**src/rtl/bus_slot_scheduler.sv**
```systemverilog
// Shared-bus time-division scheduler: splits each 16-cycle frame into a
// video/SPI slot A (cycles 0-3), an SPI slot B (cycles 4-7) and a CPU phi2
// slot (cycles 8-15). All outputs are registered from next-cycle values so
// that an output "at cycle n" is valid for the whole time cnt == n.
module bus_slot_scheduler #(
    parameter bit VIDEO_EN      = 1'b1,
    parameter bit SPI_DUAL_SLOT = 1'b1
) (
    input  logic clk_16_i,
    input  logic reset_i,
    input  logic spi_valid_i,
    output logic spi_select_o,
    output logic spi_enable_o,
    output logic spi_ready_o,
    input  logic vid_req_i,
    output logic vid_select_o,
    output logic vid_enable_o,
    output logic vid_done_o,
    input  logic cpu_valid_i,
    output logic clk_cpu_o,
    output logic cpu_select_o,
    output logic cpu_enable_o
);

    typedef enum logic [1:0] {
        OWN_IDLE = 2'd0,
        OWN_SPI  = 2'd1,
        OWN_VID  = 2'd2
    } owner_t;

    logic [3:0] cnt_reg, cnt_next;
    owner_t     owner_reg, owner_next;
    logic       cpu_grant_reg, cpu_grant_next;

    // Requester channel vectors: index 0 = SPI, index 1 = video.
    logic [1:0] sel_reg, sel_next;
    logic [1:0] en_reg, en_next;
    logic [1:0] pulse_reg, pulse_next;

    logic clk_cpu_reg, clk_cpu_next;
    logic cpu_sel_reg, cpu_sel_next;
    logic cpu_en_reg, cpu_en_next;

    // Frame counter and slot decisions taken at the decision points.
    always_comb begin
        cnt_next       = cnt_reg + 4'd1;
        owner_next     = owner_reg;
        cpu_grant_next = cpu_grant_reg;
        case (cnt_reg)
            4'd15: begin
                if (VIDEO_EN && vid_req_i) begin
                    owner_next = OWN_VID;
                end else if (SPI_DUAL_SLOT && spi_valid_i) begin
                    owner_next = OWN_SPI;
                end else begin
                    owner_next = OWN_IDLE;
                end
            end
            4'd3: begin
                // A valid still visible while slot A's ready pulses is the
                // request that just completed, not a new one.
                if (spi_valid_i && !pulse_reg[0]) begin
                    owner_next = OWN_SPI;
                end else begin
                    owner_next = OWN_IDLE;
                end
            end
            4'd7: begin
                cpu_grant_next = cpu_valid_i;
            end
            default: begin
            end
        endcase
    end

    // Per-requester select / strobe / completion windows inside slots A and B.
    generate
        for (genvar gi = 0; gi < 2; gi++) begin : g_chan
            localparam owner_t CHAN_OWNER = (gi == 0) ? OWN_SPI : OWN_VID;
            logic granted;
            assign granted        = !cnt_next[3] && (owner_next == CHAN_OWNER);
            assign sel_next[gi]   = granted;
            assign en_next[gi]    = granted && ((cnt_next[1:0] == 2'd1) || (cnt_next[1:0] == 2'd2));
            assign pulse_next[gi] = granted && (cnt_next[1:0] == 2'd3);
        end
    endgenerate

    // CPU phi2 clock runs regardless of grant; select/strobe follow the cycle-7 sample.
    always_comb begin
        clk_cpu_next = cnt_next[3];
        cpu_sel_next = cnt_next[3] && cpu_grant_next;
        cpu_en_next  = cpu_sel_next && (cnt_next != 4'd8) && (cnt_next != 4'd15);
    end

    // State and output registers; reset aborts any slot without a completion pulse.
    always_ff @(posedge clk_16_i or posedge reset_i) begin
        if (reset_i) begin
            cnt_reg       <= 4'd0;
            owner_reg     <= OWN_IDLE;
            cpu_grant_reg <= 1'b0;
            sel_reg       <= 2'b00;
            en_reg        <= 2'b00;
            pulse_reg     <= 2'b00;
            clk_cpu_reg   <= 1'b0;
            cpu_sel_reg   <= 1'b0;
            cpu_en_reg    <= 1'b0;
        end else begin
            cnt_reg       <= cnt_next;
            owner_reg     <= owner_next;
            cpu_grant_reg <= cpu_grant_next;
            sel_reg       <= sel_next;
            en_reg        <= en_next;
            pulse_reg     <= pulse_next;
            clk_cpu_reg   <= clk_cpu_next;
            cpu_sel_reg   <= cpu_sel_next;
            cpu_en_reg    <= cpu_en_next;
        end
    end

    assign spi_select_o = sel_reg[0];
    assign spi_enable_o = en_reg[0];
    assign spi_ready_o  = pulse_reg[0];
    assign vid_select_o = sel_reg[1];
    assign vid_enable_o = en_reg[1];
    assign vid_done_o   = pulse_reg[1];
    assign clk_cpu_o    = clk_cpu_reg;
    assign cpu_select_o = cpu_sel_reg;
    assign cpu_enable_o = cpu_en_reg;

endmodule

```
**config.mk**
```make
export PLATFORM = sky130hd
export DESIGN_NAME = bus_slot_scheduler
export DESIGN_NICKNAME = d
export VERILOG_FILES = /design/src/rtl/bus_slot_scheduler.sv
export SDC_FILE = /design/constraint.sdc
export NUM_CORES = 1
export LEC_CHECK = 0
export ABC_AREA = 1
export ABC_CLOCK_PERIOD_IN_PS = 1700
export BUFFER_PORTS_ARGS = -buffer_cell sky130_fd_sc_hd__buf_4
export CAP_MARGIN = 15
export CORE_MARGIN = 3
export CORE_UTILIZATION = 49
export CTS_BUF_LIST = sky130_fd_sc_hd__clkbuf_16
export DETAILED_ROUTE_END_ITERATION = 10
export GPL_TIMING_DRIVEN = 0
export PLACE_DENSITY = 0.73
export RECOVER_POWER = 100
export SYNTH_ARGS = -nofsm -noshare
export SYNTH_HDL_FRONTEND = slang
export SYNTH_SLANG_ARGS = --single-unit
```
**constraint.sdc**
```tcl
create_clock -name clk_16_i -period 1.7 [get_ports clk_16_i]
set_input_delay 0.255 -clock clk_16_i [delete_from_list [all_inputs] [get_ports clk_16_i]]
set_output_delay 0.255 -clock clk_16_i [all_outputs]
set_load 0.1 [all_outputs]
```
==> impl_metrics.py <==
metrics = {
    "logic_synthesis": {
        "synth.area.top_cells": "dfrtp_1, inv_1, nor2_1",
        "synth_top_flop_cell": "dfrtp_1",
        "synthDominantCellAreaShare": 0.591,
        "synth_edf_count": 0,
        "yosysSeqAreaShare": 0.591,
        "syn_area_per_cell_um2": 9.93,
        "async_reset_ff_frac": 1.00,
        "synth_cell_types": 15,
        "synth.most_common_cell": "dfrtp_1",
        "synth_top_area_cell": "dfrtp_1",
        "synth_nets": 71,
        "ys_seq_elements": 15,
        "ys_warn_count": 0,
        "synth_area_um2": 636,
        "synthCells": 64,
        "synthTopCellsByCount": "dfrtp_1, inv_1, nor2_1, nand2_1, nand3_1",
    },
    "setup_path": {
        "critPathKind": "reg2reg",
        "cp_cell_sequence": "ha_1, nand2_2, nor2_2, nand2_1, nand2_1, nor2_1, nand3_1, nor2_1",
        "critPathBufInv": 0,
        "reg2reg_to": "pulse_reg[1]",
        "cpLargestDelayFamily": "simple AND/OR/NAND/NOR gates",
        "critPathSlowestCell": "dfrtp_1",
        "r2r_start": "cnt_reg[0]",
        "critical_path_required_ns": 1.86,
        "rrSetupSlack_ns": 0.20,
        "arrival_ns": 1.67,
        "worst_setup_path_start_kind": "flop",
        "path_max_fanout": 5,
        "rr_worst_depth": 8,
        "crit_path_max_incr_delay_ns": 0.42,
        "endpoint_kind": "flop",
    },
    "sta": {
        "tightest_slew_ns": 0.557,
        "setup_viol": 0,
        "fin_crit_ns": 1.50,
        "slew_headroom": 0.630,
        "fin_setup_tns_ns": 0,
        "fin_worst_skew_ns": 0.00241,
        "rsz0062_at_grt": "no",
        "final.period_utilization": 0.884,
        "drv_slew": 0,
        "max_freq_ghz": 0.666,
        "fin_hold_ws_ns": 0.0644,
        "hold_viol": 0,
    },
    "die": {
        "initial_utilization": 0.550,
        "die_h_um": 42.0,
        "fp.dieW_um": 42.0,
        "top_level_ports": 14,
        "fp-row-count": 12,
        "dieArea_um2": 1770,
        "design.core.area_um2": 1160,
    },
    "drt": {
        "dr.pass1.iters": 4,
        "routedWlPerCell_um": 11.3,
        "drc": 0,
        "dr_total_vias": 450,
        "drt_wl_total_um": 1080,
        "via_per_inst": 4.74,
        "first_iter_violations": 6,
        "antenna_left": 0,
    },
    "pwr": {
        "p_total_uw": 876,
        "pwr-share-comb": 0.082,
        "p_seq_frac": 0.421,
        "switchingPower_uw": 185,
        "p_leak_uw": 0.000460,
        "vdd_drop_max_v": 0.000745,
        "pwr_density_cell_nw_per_um2": 1090,
        "p_clk_frac": 0.497,
        "switching_share": 0.211,
        "power.internal_uw": 691,
    },
    "clocking": {
        "cts_sinks": 15,
        "htreeDepth": 1,
        "path_clk_slew_ns": 0.05,
        "cts_hold_buf": 0,
        "cts_buffers": 3,
        "clock_tree.buffer_depth": 2,
        "post_cts_buffers": 0,
        "cts_tree": "done",
        "clk_root_buffer_cell": "clkbuf_16",
        "clkLatencyLatePin_ns": 0.24,
        "cts.repair.resized": 0,
    },
    "min_path": {
        "min_path_type": "in2async",
    },
    "placement": {
        "gp_congestion": 0.771,
        "place_hpwl_um": 811,
        "io_buffer_count": 13,
    },
    "grt": {
        "grt_start_max_net_pins": 16,
        "antenna_found_initial": 0,
        "grt_pass1_wl_um": 1810,
        "overflow": 0,
        "grt_pass1_vias": 441,
        "track_usage": 0.140,
    },
    "run": {
        "maxCapViolCount": 0,
    },
    "layout": {
        "n_antenna_cell": 0,
        "drive_gt1_frac": 0.284,
        "fin_nets": 89,
        "syn2layout_area_growth_pct": 26.0,
        "largest_reg_flops": 3,
    },
    "status": {
        "status": "complete, no violations",
    },
}
## area by class of cell
cell class,count,area (µm²)
Clock buffer,3,75.1
Clock inverter,1,3.75
Fill cell,92,355
Inverter,14,52.6
Multi-Input combinational cell,35,200
Sequential cell,15,377
Tap cell,14,17.5
Timing Repair Buffer,13,75.1
## stage by stage
step	setup WS [ns]	instances	util	area (µm²)
floorplan	0.170	64	-	637
global placement	0.262	91	0.650	752
detailed placement	0.230	91	0.650	752
CTS	0.203	95	0.719	831
global route	0.0349	95	0.693	801
finish	0.198	95	0.693	801
## layout by cell type (no fill, tap or decap), types with 3 or more instances in the layout
cell type  synthesis  final
nand3_1            5      6
inv_1             12     13
buf_4              0      3
nor2_1            10     10
clkbuf_16          0      3
dfrtp_1           15     14
clkbuf_2           0      9
nand2_1            6      7
## routing by layer
layer / track usage / vias to the layer above / routed length [µm]
li1: - / 226 / -
met4: 0.0745 / 0 / 19
met2: 0.250 / 14 / 543
met1: 0.157 / 206 / 465
met5: 0 / - / 0
met3: 0.0258 / 4 / 49
## cell families (layout without fill, tap and decap cells)
kind of cell	after synthesis	after routing	synth area share
compound gates	3	3	0.0354
xor+xnor	3	3	0.0413
fa+ha+maj	2	2	0.0394
buf+inv	14	31	0.0827
flops	15	15	0.591
simple gates	27	27	0.211
## worst max-delay path by stage
| stage | cells after the start | slack (ns) | to | from |
|---|---|---|---|---|
| after floorplan | 6 | 0.17 | en_reg[1] | pulse_reg[0] |
| after global placement | 8 | 0.26 | pulse_reg[1] | cnt_reg[0] |
| after detailed placement | 8 | 0.23 | en_reg[0] | cnt_reg[0] |
| after CTS | 8 | 0.20 | pulse_reg[1] | cnt_reg[0] |
| after global routing | 7 | 0.03 | pulse_reg[1] | cnt_reg[0] |
| final | 8 | 0.20 | pulse_reg[1] | cnt_reg[0] |
## worst register-to-register path, cell delays in order, from the launching register on
cell and delay (ns):
dfrtp_1 0.42, ha_1 0.29, nand2_2 0.14, nor2_2 0.05, nand2_1 0.09, nand2_1 0.06, nor2_1 0.11, nand3_1 0.14
nor2_1 0.13
## power by group through the flow
stage	clock [µW]	combinational, µW	sequential [µW]
final	435	71.6	369
after global routing	457	76.8	369
after CTS	439	76.8	369
after detailed placement	0	76.4	374
after global placement	0	75.2	374
after floorplan	0	19.8	410
(Power assumes the default switching activity.)
